[src/rtl/rr_hold_arb.sv]
// rr_hold_arb: N-way round-robin arbiter with bounded grant hold.
// Owner keeps the grant while requesting, up to MAX_HOLD cycles under contention.
module rr_hold_arb #(
    parameter int N        = 4,
    parameter int ID_W     = 2,
    parameter int MAX_HOLD = 8,
    parameter int CNT_W    = 4
) (
    input  logic            clk,
    input  logic            reset,
    input  logic [N-1:0]    request,
    output logic [N-1:0]    grant,
    output logic            grant_valid,
    output logic [ID_W-1:0] grant_id
);

    typedef enum logic {
        IDLE,
        GRANT
    } state_e;

    state_e            state_q;
    logic [ID_W-1:0]   ptr_q;
    logic [CNT_W-1:0]  cnt_q;
    logic [N-1:0]      grant_q;
    logic              valid_q;
    logic [ID_W-1:0]   id_q;

    logic              found_d;
    logic [ID_W-1:0]   cand_d;
    logic [ID_W-1:0]   ptr_d;
    logic              own_req;
    logic              others;

    // ptr always equals owner+1 in GRANT, so one cyclic search from ptr
    // serves both the idle case and handoff/preemption past the owner.
    always_comb begin
        int idx;
        found_d = 1'b0;
        cand_d  = '0;
        idx     = 0;
        for (int k = 0; k < N; k++) begin
            idx = int'(ptr_q) + k;
            if (idx >= N) idx = idx - N;
            if (!found_d && ((request >> idx) & N'(1)) != '0) begin
                found_d = 1'b1;
                cand_d  = ID_W'(idx);
            end
        end
    end

    // Owner/contention status and the post-issue pointer.
    always_comb begin
        own_req = |(request & grant_q);
        others  = |(request & ~grant_q);
        if (cand_d == ID_W'(N - 1)) ptr_d = '0;
        else                        ptr_d = cand_d + ID_W'(1);
    end

    // Arbitration FSM with registered grant outputs.
    always_ff @(posedge clk) begin
        if (reset) begin
            state_q <= IDLE;
            ptr_q   <= '0;
            cnt_q   <= '0;
            grant_q <= '0;
            valid_q <= 1'b0;
            id_q    <= '0;
        end else begin
            unique case (state_q)
                IDLE: begin
                    if (found_d) begin
                        state_q <= GRANT;
                        grant_q <= N'(1) << cand_d;
                        id_q    <= cand_d;
                        valid_q <= 1'b1;
                        cnt_q   <= CNT_W'(1);
                        ptr_q   <= ptr_d;
                    end
                end
                GRANT: begin
                    if (!own_req) begin
                        if (others) begin
                            grant_q <= N'(1) << cand_d;
                            id_q    <= cand_d;
                            cnt_q   <= CNT_W'(1);
                            ptr_q   <= ptr_d;
                        end else begin
                            state_q <= IDLE;
                            grant_q <= '0;
                            id_q    <= '0;
                            valid_q <= 1'b0;
                        end
                    end else if (cnt_q == CNT_W'(MAX_HOLD)) begin
                        if (others) begin
                            grant_q <= N'(1) << cand_d;
                            id_q    <= cand_d;
                            cnt_q   <= CNT_W'(1);
                            ptr_q   <= ptr_d;
                        end
                    end else begin
                        cnt_q <= cnt_q + CNT_W'(1);
                    end
                end
                default: state_q <= IDLE;
            endcase
        end
    end

    assign grant       = grant_q;
    assign grant_valid = valid_q;
    assign grant_id    = id_q;

endmodule

[config.mk]
export PLATFORM = sky130hd
export DESIGN_NAME = rr_hold_arb
export DESIGN_NICKNAME = d
export VERILOG_FILES = /design/src/rtl/rr_hold_arb.sv
export SDC_FILE = /design/constraint.sdc
export NUM_CORES = 1
export LEC_CHECK = 0
export CORE_MARGIN = 1.5
export CORE_UTILIZATION = 58
export CTS_CLUSTER_SIZE = 20
export DETAILED_ROUTE_END_ITERATION = 8
export PLACE_DENSITY = 0.93
export SLEW_MARGIN = 20
export SYNTH_ARGS = -nofsm -noshare
export SYNTH_HDL_FRONTEND = slang
export SYNTH_SLANG_ARGS = --single-unit
[constraint.sdc]
create_clock -name clk -period 6.5 [get_ports clk]
set_clock_uncertainty 0.2 [all_clocks]
set_input_delay 0.65 -clock clk [delete_from_list [all_inputs] [get_ports clk]]
set_output_delay 0.65 -clock clk [all_outputs]
set_load 0.005 [all_outputs]
==> results list <==
- Router iterations before antenna repair: 4
- At the pin with the least slew margin, the transition time is 0.784 ns.
* Number of I/O pins: 13
- Port-buffer cells: 12
- Clock latency on the worst-skew pair, taken at its later pin, is 0.28 ns.
- Storage element area: 280 um2
* Count of inserted antenna diode cells: 0
- On the final layout, the worst hold slack is 0.270 ns.
* Global routing usage summed across all routing layers: 0.254
* Place WS: 3.20 ns
- The clock period could shrink to 3.22 ns.
* Share of synthesized area occupied by flip-flops and latches: 0.261
- Headroom to the max-slew limit came out at 0.476.
- By area the synthesized netlist is led by sky130_fd_sc_hd__dfxtp_1 (26%), sky130_fd_sc_hd__ha_1 (10%), sky130_fd_sc_hd__a22o_1 (4.9%).
- Commonest register cell after synthesis: sky130_fd_sc_hd__dfxtp_1
- Largest net degree at the start of global routing: 14
- Number of instances in the synthesized netlist: 114
- Relative to the synthesized area, the layout overhead comes to 14.3%.
- Setup Buffers After CTS: 0
- Final non-filler cell total: 151
- Max FO, Critical Path: 13
* First-pass GRT wire length: 3920 um
- The hold violation total from the final report was 0.
- Max clock buf depth: 2
- Via count of the first global-routing pass: 906
- Core area: 1730 um2
- The layout has 124 filler cells.
- In the final layout, the multi-input gates occupy 729 um2.
* Fraction of layout instances using a drive strength above 1: 0.135
- Max-slew violation count: 0
- Number of library cell types mapped by synthesis: 45
- For this block, the routed nets add up to 2460 um of wire.
- Leakage power summed over all cells: 0.000466 uW
- Number of sinks driven by the clock tree: 14
* PD cells: 404 nW/um2
- Total DRC errors in the routed layout: 0
- Post-synthesis cell type with the largest combined area: sky130_fd_sc_hd__dfxtp_1
- Synthesis produced a netlist with a net count of 129.
* Cell count after placement: 147
* CTS tree: done
- Max Cap Violations: 0
- Final Cycle Share: 0.496
- The run finished with clean final reports.
* Arrival time worst endpoint: 3.20 ns
- For this configuration, the core starts out at a cell density of 0.622.
- Adding up every negative setup slack in the final design gives 0 ns.
- Die Ht: 46.0 um
- STA puts the critical path data required time at 6.48 ns.
- Flop and latch count out of synthesis: 14
- Setup violations remaining at the end of the flow were counted as 0.
- Detailed routing inserted a total of 943 vias.
- Setup repair after global routing left no endpoint under its margin.
- Of the post-synthesis cell area, the dominant cell type holds 0.261.
- The floorplan step set the die width to 46.0 um.
- Die outline area: 2120 um2
- The net count of the finished layout is 142.
- The initial antenna violation count was 0.
- In this run the clock root is driven by a sky130_fd_sc_hd__clkbuf_4.
* Async S/R FF share, synth: 0
- Yosys printed 0 warnings.
* Worst-case vdd ir drop: 303 uV
* Post-synth design cell area: 1070 um2
- Routed Antenna Nets: 0
- Post-CTS Hold Fix Bufs: 0
* Start-to-end type of the worst setup path: reg -> reg
- Number of resized instances in the post-cts repair step: 0
- Commonest cells post-synth: sky130_fd_sc_hd__dfxtp_1 (14), sky130_fd_sc_hd__a21oi_1 (9), sky130_fd_sc_hd__ha_1 (9), sky130_fd_sc_hd__inv_1 (8), sky130_fd_sc_hd__nand2_1 (8)
- In this run, synthesis inferred 0 flip-flops with an integrated enable.
- Clock H-tree levels: 1
- The average instance in the mapped netlist occupies 9.42 um2.
- The congestion estimate from routability-driven global placement came to 0.856.
- For this run, the slowest stage of the critical path takes 0.67 ns.
- The worst setup path is captured at a flip-flop.
- Iteration-0 DRC Markers: 21
- Placement-stage cell area: 1190 um2
- Detailed placer's ending HPWL: 1790 um
- Worst-case setup margin in the final layout: 3.28 ns
* Number of rows created at floorplan: 15
* Total congestion overflow after global routing: 0
- Most numerous cell in the Yosys netlist: sky130_fd_sc_hd__dfxtp_1
- The worst hold path belongs to the class reg -> reg.
- Launching element type of the critical path: flip-flop
- Crit-path cells: inv_1, ha_1, a21boi_0, a22o_1, a21oi_1, o2bb2ai_1, inv_1, ha_1, a22o_1
- Using the TritonRoute via totals, the vias-per-cell ratio works out to 6.25.
- Area of all placed cells without fillers: 1230 um2
- The slowest stage of the critical path is the sky130_fd_sc_hd__dfxtp_1 cell.
- Highest clock rate: 310 MHz
* Number of buffers inserted during clock tree synthesis: 3
* DR WL/cell: 16.3 um
- Clock-pin slew of the registers on the worst-case setup and hold paths: 0.08 ns
[per-layer routing]
| metal | track usage | part of all wire |
|---|---|---|
| met1 | 0.307 | 0.43 |
| met3 | 0.0238 | 0.044 |
| met2 | 0.467 | 0.51 |
| met4 | 0.0743 | 0.0098 |
| met5 | 0 | 0 |
[flip-flops by register name, indices dropped and copies added, names as in the netlist]
name	count
grant_id	2
cnt_q	4
ptr_q	2
grant_valid	1
state_q	1
grant	4
[path summary, 6_finish.rpt]
path,from,end,slack [ns],cells past startpoint
setup / recovery,ptr_q[0]$_SDFFE_PP0P_,grant[2]$_SDFFE_PP0P_,3.28,9
hold / removal,grant_valid$_SDFFE_PP0P_,grant_valid$_SDFFE_PP0P_,0.27,2
setup reg to reg,ptr_q[0]$_SDFFE_PP0P_,grant[2]$_SDFFE_PP0P_,3.28,9
hold reg to reg,grant_valid$_SDFFE_PP0P_,grant_valid$_SDFFE_PP0P_,0.27,2
[placed cells by master (no fill, tap or decap), drive strengths merged, types with 2 or more instances in the layout]
master,netlist,layout
o21ai,4,4
clkbuf,1,4
dfxtp,14,14
nor2b,5,5
a22oi,3,3
a22o,6,6
a21boi,2,2
a311oi,2,2
o22ai,2,2
nor3,2,2
mux2i,2,2
nand2,8,8
inv,8,8
ha,9,9
nand4,2,2
nor2,2,2
a211oi,2,2
and2,2,2
mux2,5,5
o2bb2ai,2,2
a21oi,10,10
clkdlybuf4s50,0,12
[cells by family (layout without fill, tap and decap cells)]
logic type               Yosys count  in the layout  synth area share
adder cells (fa/ha/maj)            9              9             0.105
buffers and inverters             12             24            0.0594
multiplexers                       8              8            0.0991
AND/OR/NAND/NOR                   31             31             0.192
flip-flops                        14             14             0.261
AO/OA/AOI/OAI                     40             40             0.283
[where the power goes]
group	switching [uW]	internal, uW
Sequential	33.6	111
Combinational	149	139
Clock	27.9	34.1
[final cells by class]
type,count,share of cell area
timing repair buffer,12,0.0979
tap,25,0.0255
inverter,8,0.0245
clock buffer,4,0.0296
sequential,14,0.228
multi-input combinational,88,0.594
[critical path, delay by kind of cell, from the launching register on]
| kind | cells | cell delay (ns) |
|---|---|---|
| AO/OA/AOI/OAI | 5 | 1.23 |
| buffers and inverters | 2 | 0.34 |
| flip-flops | 1 | 0.67 |
| adder cells (fa/ha/maj) | 2 | 0.68 |
[metrics by stage]
step | util | total power, uW
floorplan | - | 343
global placement | 0.690 | 411
detailed placement | 0.690 | 423
CTS | 0.711 | 490
global route | 0.711 | 530
finish | 0.711 | 495
(Power assumes the default switching activity.)
